### src/rtl/perceptron_pkg.sv
// perceptron_pkg: shared fixed-point format, FSM state encoding and W-bit
// add/subtract helpers for the perceptron learner.
// Optional build macro: PERCEPTRON_SATURATE_EN. When it is defined, additions
// clamp to FX_MAX/FX_MIN. When it is not defined, additions wrap.
package perceptron_pkg;

    localparam int SIGN = 1;
    localparam int Q_M  = 15;
    localparam int Q_N  = 16;
    localparam int W    = SIGN + Q_M + Q_N;
    localparam int W2   = 2 * W;

    localparam logic signed [W-1:0] FX_ONE = W'(1 << Q_N);
    localparam logic signed [W-1:0] FX_MAX = {1'b0, {(W-1){1'b1}}};
    localparam logic signed [W-1:0] FX_MIN = {1'b1, {(W-1){1'b0}}};

    typedef enum logic [3:0] {
        S_IDLE,
        S_MUL_1,
        S_MUL_2,
        S_MUL_B,
        S_ACTIVATE,
        S_SCALE,
        S_UPD_1,
        S_UPD_2,
        S_UPD_B
    } state_e;

    // W-bit signed addition. Overflow is only possible when both operands share a sign.
    function automatic logic signed [W-1:0] fx_add(input logic signed [W-1:0] a,
                                                   input logic signed [W-1:0] b);
`ifdef PERCEPTRON_SATURATE_EN
        logic signed [W-1:0] s;
        s = a + b;
        if ((a[W-1] == b[W-1]) && (s[W-1] != a[W-1])) begin
            return a[W-1] ? FX_MIN : FX_MAX;
        end
        return s;
`else
        return a + b;
`endif
    endfunction

    // W-bit signed subtraction. Overflow is only possible when the operand signs differ.
    function automatic logic signed [W-1:0] fx_sub(input logic signed [W-1:0] a,
                                                   input logic signed [W-1:0] b);
`ifdef PERCEPTRON_SATURATE_EN
        logic signed [W-1:0] s;
        s = a - b;
        if ((a[W-1] != b[W-1]) && (s[W-1] != a[W-1])) begin
            return a[W-1] ? FX_MIN : FX_MAX;
        end
        return s;
`else
        return a - b;
`endif
    endfunction

endpackage

### src/rtl/fixed_point_multiplier.sv
// fixed_point_multiplier: signed W x W product, arithmetic shift right by Q_N,
// then reduction back to W bits. The learner shares this one instance across
// every multiply state.
// Optional build macro: PERCEPTRON_SATURATE_EN. When it is defined, the
// reduction clamps to FX_MAX/FX_MIN. When it is not defined, the reduction
// truncates (wraps).
module fixed_point_multiplier
    import perceptron_pkg::*;
(
    input  logic [W-1:0] a_i,
    input  logic [W-1:0] b_i,
    output logic [W-1:0] p_o
);

    logic signed [W2-1:0] prod;
`ifdef PERCEPTRON_SATURATE_EN
    logic signed [W2-1:0] shifted;
`endif

    // Full-precision product, rescaled to Q_N fractional bits and reduced to W bits
    always_comb begin
        prod = W2'($signed(a_i)) * W2'($signed(b_i));
`ifdef PERCEPTRON_SATURATE_EN
        shifted = prod >>> Q_N;
        // The value fits in W bits only when all bits above W-1 are copies of the sign bit.
        if ((&shifted[W2-1:W-1]) || (~|shifted[W2-1:W-1])) begin
            p_o = shifted[W-1:0];
        end else if (shifted[W2-1]) begin
            p_o = FX_MIN;
        end else begin
            p_o = FX_MAX;
        end
`else
        p_o = W'(prod >>> Q_N);
`endif
    end

endmodule

### src/rtl/perceptron_learner.sv
// perceptron_learner: takes one (x1, x2, target) sample per valid/ready
// handshake. It forms w1*x1 + w2*x2 + wb*BIAS and applies a step activation.
// On a misprediction it applies w += LR*error*x, updating one weight per cycle.
// All multiplies go through a single shared fixed_point_multiplier.
// Optional build macro: PERCEPTRON_SATURATE_EN. When it is defined, the
// arithmetic saturates. When it is not defined, the arithmetic wraps.
module perceptron_learner
    import perceptron_pkg::*;
#(
    parameter logic [W-1:0] LEARNING_RATE    = 32'h0001_0000,
    parameter logic [W-1:0] INIT_WEIGHT_1    = 32'h0001_0000,
    parameter logic [W-1:0] INIT_WEIGHT_2    = 32'h0001_0000,
    parameter logic [W-1:0] INIT_WEIGHT_BIAS = 32'h0000_4000,
    parameter logic [W-1:0] BIAS             = 32'h0001_0000
) (
    input  logic         clk_i,
    input  logic         reset_i,
    input  logic         valid_i,
    output logic         ready_o,
    input  logic [W-1:0] train_x1_in,
    input  logic [W-1:0] train_x2_in,
    input  logic [W-1:0] train_out_in,
    output logic [W-1:0] weight_1_o,
    output logic [W-1:0] weight_2_o,
    output logic [W-1:0] weight_bias_o,
    output logic [W-1:0] predict_o,
    output logic [W-1:0] error_o,
    output logic         update_done_o,
    output logic [15:0]  mistake_count_o
);

    state_e              state_q, state_d;
    logic signed [W-1:0] x1_q, x1_d;
    logic signed [W-1:0] x2_q, x2_d;
    logic signed [W-1:0] target_q, target_d;
    logic signed [W-1:0] acc_q, acc_d;
    logic signed [W-1:0] delta_q, delta_d;
    logic signed [W-1:0] w1_q, w1_d;
    logic signed [W-1:0] w2_q, w2_d;
    logic signed [W-1:0] wb_q, wb_d;
    logic signed [W-1:0] predict_q, predict_d;
    logic signed [W-1:0] error_q, error_d;
    logic [15:0]         mistake_q, mistake_d;
    logic                done_q, done_d;

    logic [W-1:0]        mul_a, mul_b, mul_p;
    logic signed [W-1:0] act_predict, act_error;

    fixed_point_multiplier u_mul (
        .a_i (mul_a),
        .b_i (mul_b),
        .p_o (mul_p)
    );

    // Next-state, operand steering for the shared multiplier, and datapath updates
    always_comb begin
        // NOTE: every signal driven here gets a default first, so no path through the case leaves one unassigned and infers a latch.
        state_d     = state_q;
        x1_d        = x1_q;
        x2_d        = x2_q;
        target_d    = target_q;
        acc_d       = acc_q;
        delta_d     = delta_q;
        w1_d        = w1_q;
        w2_d        = w2_q;
        wb_d        = wb_q;
        predict_d   = predict_q;
        error_d     = error_q;
        mistake_d   = mistake_q;
        done_d      = 1'b0;
        mul_a       = '0;
        mul_b       = '0;
        act_predict = acc_q[W-1] ? '0 : FX_ONE;
        act_error   = fx_sub(target_q, act_predict);

        case (state_q)
            S_IDLE: begin
                if (valid_i) begin
                    x1_d     = train_x1_in;
                    x2_d     = train_x2_in;
                    target_d = train_out_in;
                    state_d  = S_MUL_1;
                end
            end
            S_MUL_1: begin
                mul_a   = w1_q;
                mul_b   = x1_q;
                acc_d   = mul_p;
                state_d = S_MUL_2;
            end
            S_MUL_2: begin
                mul_a   = w2_q;
                mul_b   = x2_q;
                acc_d   = fx_add(acc_q, mul_p);
                state_d = S_MUL_B;
            end
            S_MUL_B: begin
                mul_a   = wb_q;
                mul_b   = BIAS;
                acc_d   = fx_add(acc_q, mul_p);
                state_d = S_ACTIVATE;
            end
            S_ACTIVATE: begin
                predict_d = act_predict;
                error_d   = act_error;
                if (act_error == '0) begin
                    done_d  = 1'b1;
                    state_d = S_IDLE;
                end else begin
                    if (mistake_q != 16'hFFFF) begin
                        mistake_d = mistake_q + 16'd1;
                    end
                    state_d = S_SCALE;
                end
            end
            S_SCALE: begin
                mul_a   = LEARNING_RATE;
                mul_b   = error_q;
                delta_d = mul_p;
                state_d = S_UPD_1;
            end
            S_UPD_1: begin
                mul_a   = delta_q;
                mul_b   = x1_q;
                w1_d    = fx_add(w1_q, mul_p);
                state_d = S_UPD_2;
            end
            S_UPD_2: begin
                mul_a   = delta_q;
                mul_b   = x2_q;
                w2_d    = fx_add(w2_q, mul_p);
                state_d = S_UPD_B;
            end
            S_UPD_B: begin
                mul_a   = delta_q;
                mul_b   = BIAS;
                wb_d    = fx_add(wb_q, mul_p);
                done_d  = 1'b1;
                state_d = S_IDLE;
            end
            default: begin
                state_d = S_IDLE;
            end
        endcase
    end

    // State and datapath registers; a synchronous reset aborts any sample in flight
    always_ff @(posedge clk_i) begin
        // NOTE: non-blocking assignments make every flop take its pre-edge value, independent of statement order.
        if (reset_i) begin
            state_q   <= S_IDLE;
            x1_q      <= '0;
            x2_q      <= '0;
            target_q  <= '0;
            acc_q     <= '0;
            delta_q   <= '0;
            w1_q      <= INIT_WEIGHT_1;
            w2_q      <= INIT_WEIGHT_2;
            wb_q      <= INIT_WEIGHT_BIAS;
            predict_q <= '0;
            error_q   <= '0;
            mistake_q <= '0;
            done_q    <= 1'b0;
        end else begin
            state_q   <= state_d;
            x1_q      <= x1_d;
            x2_q      <= x2_d;
            target_q  <= target_d;
            acc_q     <= acc_d;
            delta_q   <= delta_d;
            w1_q      <= w1_d;
            w2_q      <= w2_d;
            wb_q      <= wb_d;
            predict_q <= predict_d;
            error_q   <= error_d;
            mistake_q <= mistake_d;
            done_q    <= done_d;
        end
    end

    assign ready_o         = (state_q == S_IDLE);
    assign weight_1_o      = w1_q;
    assign weight_2_o      = w2_q;
    assign weight_bias_o   = wb_q;
    assign predict_o       = predict_q;
    assign error_o         = error_q;
    assign update_done_o   = done_q;
    assign mistake_count_o = mistake_q;

endmodule

### config.mk
export PLATFORM = sky130hd
export DESIGN_NAME = perceptron_learner
export DESIGN_NICKNAME = d
export VERILOG_FILES = /design/src/rtl/perceptron_pkg.sv /design/src/rtl/fixed_point_multiplier.sv /design/src/rtl/perceptron_learner.sv
export SDC_FILE = /design/constraint.sdc
export NUM_CORES = 2
export LEC_CHECK = 0
export BUFFER_PORTS_ARGS = -buffer_cell sky130_fd_sc_hd__buf_2
export CAP_MARGIN = 20
export CORE_UTILIZATION = 63
export CTS_CLUSTER_SIZE = 30
export DETAILED_ROUTE_END_ITERATION = 16
export PLACE_DENSITY = 0.82
export SLEW_MARGIN = 20
export SYNTH_ARGS = -nofsm -noshare
export SYNTH_HDL_FRONTEND = slang
export SYNTH_SLANG_ARGS = --single-unit
### constraint.sdc
create_clock -name clk_i -period 13.37 [get_ports clk_i]
set_clock_uncertainty 0.15 [all_clocks]
set_input_delay 0.6685 -clock clk_i [delete_from_list [all_inputs] [get_ports clk_i]]
set_output_delay 0.6685 -clock clk_i [all_outputs]
set_load 0.05 [all_outputs]
* Yosys cells after proc, flatten, opt, wreduce, memory -nomap -nowiden
Cells that the tools add are included.
Cells by class: $mul 1, add/subtract/negate cells 6, equality and inequality tests 10, reductions and logical operators 10, multiplexer cells 9, bitwise logic cells 1
Operator list (number):
- $pmux W32 S5 | 1
- $add A32 B32 Y32 | 4
- $pmux W32 S4 | 1
- $pmux W32 S2 | 1
- $mul A32 B32 Y48 | 1
- $logic_not A32 Y1 | 1
- $pmux W4 S8 | 1
- $sub A32 B18 Y32 | 1
- $mux W17 | 1
- $add A16 B1 Y16 const B | 1
- $eq A4 B3 Y1 const B | 4
- $ne A16 B16 Y1 const B | 1
- $eq A4 B2 Y1 const B | 2
- $reduce_or A2 Y1 | 4
- $eq A4 B1 Y1 const B | 1
- $eq A4 B4 Y1 const B | 1
- $logic_not A4 Y1 | 1
- $mux W4 | 1
- $mux W3 | 1
- $reduce_and A3 Y1 | 1
- $reduce_or A3 Y1 | 1
- $ne A2 B2 Y1 const B | 1
- $pmux W1 S2 | 1
- $reduce_and A2 Y1 | 1
- 3 further kinds | 3
Storage, ports and cells: word-level logic and storage cells 50, bits in registers 341, output and inout bits 178, input port bits 99

* Logic depth before layout (Yosys ltp)
depth after elaboration 6, mapped depth 52, mapped depth without buffers 45

* Modules after synthesis
A second synthesis with hierarchy kept.
Second synthesis, totals: cells, all modules 5629, area, all modules 47788.3 um^2
Modules (own cells, without submodules):
- fixed_point_multiplier | area each 28574.9 um^2, instances 1, seq. area each 0.0 um^2, cells an instance 3086
- perceptron_learner | area each 19213.4 um^2, instances 1, seq. area each 6206.0 um^2, cells an instance 2543

* Worst setup path before layout
OpenSTA, ideal clock, no wires.
kind reg-to-reg, start reg state_q[0], end reg w2_q[30] (netlist: weight_2_o[30]), setup time 86 ps, slack 2144 ps, required time 13134 ps, cell stages (with the launch flop) 49, period minus slack after synthesis 11226 ps, arrival time 10991 ps, buffers on the path 6, cells stage by stage dfxtp_1 -> buf_4 -> buf_2 -> buf_2 -> buf_1 -> clkbuf_1 -> mux2i_1 -> nor2_1 -> a221oi_1 -> clkbuf_1 -> nor2_1 -> fa_1 -> fa_1 -> fa_1 -> inv_1 -> fa_1 -> inv_1 -> fa_1 -> [13 not listed] -> a21oi_1 -> inv_1 -> a21oi_1 -> xnor2_1 -> ha_1 -> o21a_1 -> o21ai_0 -> nor2_1 -> and3_1 -> o31ai_1 -> o211ai_1 -> a31oi_1 -> nand2b_1 -> a41o_1 -> o41a_1 -> a31oi_1 -> xor2_1 -> a211oi_1
Between the ends: word-level cells in the longest chain between the ends 5, elaborated cells between the ends (all ways) 15, classes of those cells 1 x add/sub; 1 x mul; 7 x eq/ne; 2 x mux; 4 x reduce/logical
Ends and longest elaborated chain:
- start, declared | line perceptron_learner.sv:32 | state_e state_q, state_d;
- start signal, assigned | line perceptron_learner.sv:165 | state_q <= state_d;
- $eq A4 B3 Y1 (tied with other cells) | line perceptron_learner.sv:76 | case (state_q)
- $reduce_or A3 Y1 (no source line) / $reduce_or A2 Y1 (equally long branches)
- $pmux W32 S5 / $pmux W32 S4 (equally long branches) | line perceptron_learner.sv:76
- $mul A32 B32 Y48 * | line fixed_point_multiplier.sv:22 | prod = W2'($signed(a_i)) * W2'($signed(b_i));
- via mul_p[14] | line perceptron_learner.sv:46 | logic [W-1:0] mul_a, mul_b, mul_p;
- $add A32 B32 Y32 * | line perceptron_pkg.sv:40 | return a + b;
- end signal, assigned | line perceptron_learner.sv:172 | w2_q <= w2_d;
- end, declared | line perceptron_learner.sv:39 | logic signed [W-1:0] w2_q, w2_d;
Mark *: on every way through the listed nets, which the timed path passes. The rest lies on a longest branch. A chain may end at the register's enable or synchronous reset.

* Worst setup path after layout
start reg state_q[3], end reg acc_q[31]
Between the ends: word-level cells in the longest chain between the ends 6, elaborated cells between the ends (all ways) 18, classes of those cells 1 x add/sub; 1 x mul; 7 x eq/ne; 3 x mux; 6 x reduce/logical
Ends and longest elaborated chain:
- $eq A4 B3 Y1 (tied with other cells) | line perceptron_learner.sv:76
- $reduce_or A3 Y1 (no source line) / $reduce_or A2 Y1 (equally long branches)
- $pmux W32 S5 / $pmux W32 S4 (equally long branches) | line perceptron_learner.sv:76
- $mul A32 B32 Y48 * | line fixed_point_multiplier.sv:22
- via mul_p[24] | line perceptron_learner.sv:46
- $add A32 B32 Y32 * | line perceptron_pkg.sv:40
- $pmux W32 S2 * | line perceptron_learner.sv:76
- end signal, assigned | line perceptron_learner.sv:155 | acc_q <= '0;
- end signal, assigned | line perceptron_learner.sv:169 | acc_q <= acc_d;
- end, declared | line perceptron_learner.sv:36 | logic signed [W-1:0] acc_q, acc_d;
Marks and branches as above.

==> metrics.txt <==
status=finished clean; drt first pass iters=7; hold path endpoint=x1_q[21]$_SDFFE_PP0P_; main area contributors after synthesis=fa_1, dfxtp_1, ha_1; R2R Setup Slk=0.51 ns; hold depth=3; fin nets=6984; Max Clk Rate=0.0778 GHz; CP arrival=13.20 ns; sequential element share of the synthesized area=13.3%; Crit path largest cell delay=0.94 ns; synthesized area per cell=8.30 sq um; GRT Total Usage=42.6%; Setup violations, final=0; largest net degree at the start of global routing=119; Syn. warnings=0; cell type with the largest total area after synthesis=fa_1; area grow syn2layout=8.02%; final WL=157000 um; Leak Pwr=23.7 nW; first-pass GRT wire length=240000 um; DRC Markers=0; antenna viol nets, final=0; Final min period=12.86 ns; Worst VDD drop=0.000127 V; most frequent cell on the critical path=fa_1; H-tree levels=2; Final Cycle Share=96.2%; Top FF cell, synth=dfxtp_1; chip width=274 um; Hold WC Path Type=in -> reg; CP max stage cell=a221oi_2; crit path from=state_q[3]$_SDFFE_PP0P_; hold_buf cts=0; cell area after layout=50300 sq um; Pins Over Slew Limit=0; Worst R2R Start=state_q[3]$_SDFFE_PP0P_; root buf cell=clkbuf_16; die area=75000 sq um; CTS tree=done; path depth of the worst reg2reg path=39; crit path launch type=flip-flop; r2r endpoint=acc_q[31]$_SDFFE_PP0P_; critical path's top delay family=adder cells; cell count after synthesis=5613; pwr dens=53.2 nW/um^2; routed len/inst=23.3 um; buffer count from post-CTS setup fixing=0; dpl cell area=49000 sq um; IO Count=277; Synth Cell Area=46600 sq um; Placer Congestion=1.07; Fin Setup TNS=0 ns; WS Path Type=reg -> reg; DIE HEIGHT=274 um; Placeable Area=73100 sq um; worst-margin pin slew=1.22 ns; vias in the first global route=40963; Netlist cell types=93; hpwl dp=128000 um; EDFF count, synth=0; share of layout cells above drive strength 1=8.94%; routed vias/inst=6.13; Buffers on Ports=245; Bufs and invs on worst path=6; CP Capture Type=flip-flop; max cap viols=0; TritonCTS buffer count=35; Rel. slew slack=17.8%; CP required=13.71 ns; Clock Tree Buf Depth=3; crit-path max FO=24; clk_lat worst skew=0.58 ns; initial DRC count=4771; via count=41281; top cell type's share of synthesized area=36.2%; Starting Density=63.7%; worst hold start=train_x1_in[21]; Post-synth ARST share=0%; clock sink count=310; overflow left after global routing=0; Yosys reg bits=310; Site Rows=99; unrepaired setup endpoints after global routing=no; clock slew at reported path FFs=0.09 ns; initial antenna violation count=4; final hold vios=0
kinds of logic after synthesis:
| logic type | share of synthesized area (%) |
|---|---|
| buf+inv | 9.56 |
| compound gates | 11.0 |
| simple gates | 17.7 |
| other cells | 0.00805 |
| flops | 13.3 |
| xor+xnor | 3.83 |
| fa+ha+maj | 44.1 |
| mux | 0.540 |
sequential cells by signal (all words and copies together) (netlist names):
signal	count
delta_q	32
predict_o	1
error_o	32
weight_bias_o	32
x1_q	32
acc_q	32
target_q	32
state_q	4
weight_1_o	32
mistake_count_o	16
weight_2_o	32
update_done_o	1
x2_q	32
metrics by stage:
step,setup slack [ns],power (mW),instances,util [%],hold WS (ns)
after global routing,0.0244,2.75,6734,68.8,0.192
after detailed placement,0.725,1.58,6671,67.1,0.294
after floorplan,2.14,1.39,5643,-,0.282
after CTS,0.660,2.65,6731,68.8,0.172
after global placement,1.02,1.57,6671,67.1,0.290
final,0.510,2.68,6735,68.8,0.174
worst min-delay path: cells and delay by family:
family | cells | cell delay (ns)
buffers and inverters | 1 | 0.10
AND/OR/NAND/NOR | 1 | 0.05
AO/OA/AOI/OAI | 1 | 0.05
power by group:
group / switching, mW / total, mW / leakage (nW) / internal [mW]
clock: 0.431 / 1.09 / 0.608 / 0.663
sequential: 0.0365 / 0.999 / 2.52 / 0.962
combinational: 0.404 / 0.583 / 20.5 / 0.179
layout make-up:
type / count / area, sq um
clock inverters: 14 / 259
flip-flops and latches: 310 / 6210
fillers: 5964 / 22800
inverters: 812 / 3050
diodes: 2 / 5.00
repair buffers: 399 / 2390
well taps: 959 / 1200
multi-input cells: 4193 / 36200
clock buffers: 46 / 1000
timing repair:
action                     4_1_cts  5_1_grt
setup endpoints to repair        0        7
gates resized for setup          0        5
hold endpoints to repair         0        0
layout by cell type, fill, tap and decap left out, types with 24 or more instances in the layout:
| master | netlist | layout |
|---|---|---|
| nand2b_1 | 24 | 24 |
| buf_4 | 37 | 152 |
| nand3_1 | 37 | 37 |
| and2_1 | 34 | 32 |
| xor2_1 | 61 | 61 |
| nor3_1 | 52 | 52 |
| nand2_1 | 966 | 965 |
| a211oi_1 | 48 | 48 |
| dfxtp_1 | 310 | 309 |
| a22oi_1 | 34 | 33 |
| nand4_1 | 30 | 30 |
| nor2_1 | 707 | 707 |
| a21oi_1 | 393 | 393 |
| ha_1 | 292 | 292 |
| nor2b_1 | 29 | 29 |
| fa_1 | 842 | 842 |
| buf_2 | 16 | 244 |
| xnor2_1 | 133 | 130 |
| o21ai_0 | 94 | 93 |
| a21o_1 | 73 | 73 |
| conb_1 | 1 | 31 |
| clkbuf_16 | 0 | 37 |
| inv_1 | 812 | 812 |
cell usage after synthesis, drive strengths merged, types with 6 or more instances:
cell,n
mux2,9
ha,292
clkbuf,259
dfxtp,310
nand4,30
nor3,52
o31ai,9
a21oi,393
a311oi,7
a22oi,34
and3,10
xor2,61
nand3,37
o21bai,20
a21o,73
buf,69
a221o,14
fa,842
or4,6
nand2b,24
nor4,12
xnor2,134
mux2i,15
or2,10
a21boi,9
nor2,709
or3,18
a31oi,18
o211ai,11
nand2,967
a222oi,9
and4,8
inv,812
and2,40
a221oi,16
a211oi,48
nor2b,29
o21a,23
o21ai,97
routing by layer:
layer,up-vias,wire length [um],GRT usage (%)
li1,17809,-,-
met1,20266,56900,55.3
met2,2583,67900,63.0
met3,619,22100,14.2
met4,4,10300,23.2
met5,-,63,0
worst max path at each step:
| stage | slack, ns | depth (start not counted) | end |
|---|---|---|---|
| final | 0.51 | 39 | acc_q[31]$_SDFFE_PP0P_ |
| after global routing | 0.02 | 41 | acc_q[30]$_SDFFE_PP0P_ |
| after CTS | 0.66 | 43 | weight_2_o[30]$_SDFFE_PP0P_ |
| after detailed placement | 0.73 | 43 | weight_2_o[30]$_SDFFE_PP0P_ |
| after global placement | 1.02 | 41 | acc_q[30]$_SDFFE_PP0P_ |
| after floorplan | 2.14 | 48 | weight_2_o[30]$_SDFFE_PP0P_ |
Note: power is estimated with default switching activity, not from simulation.
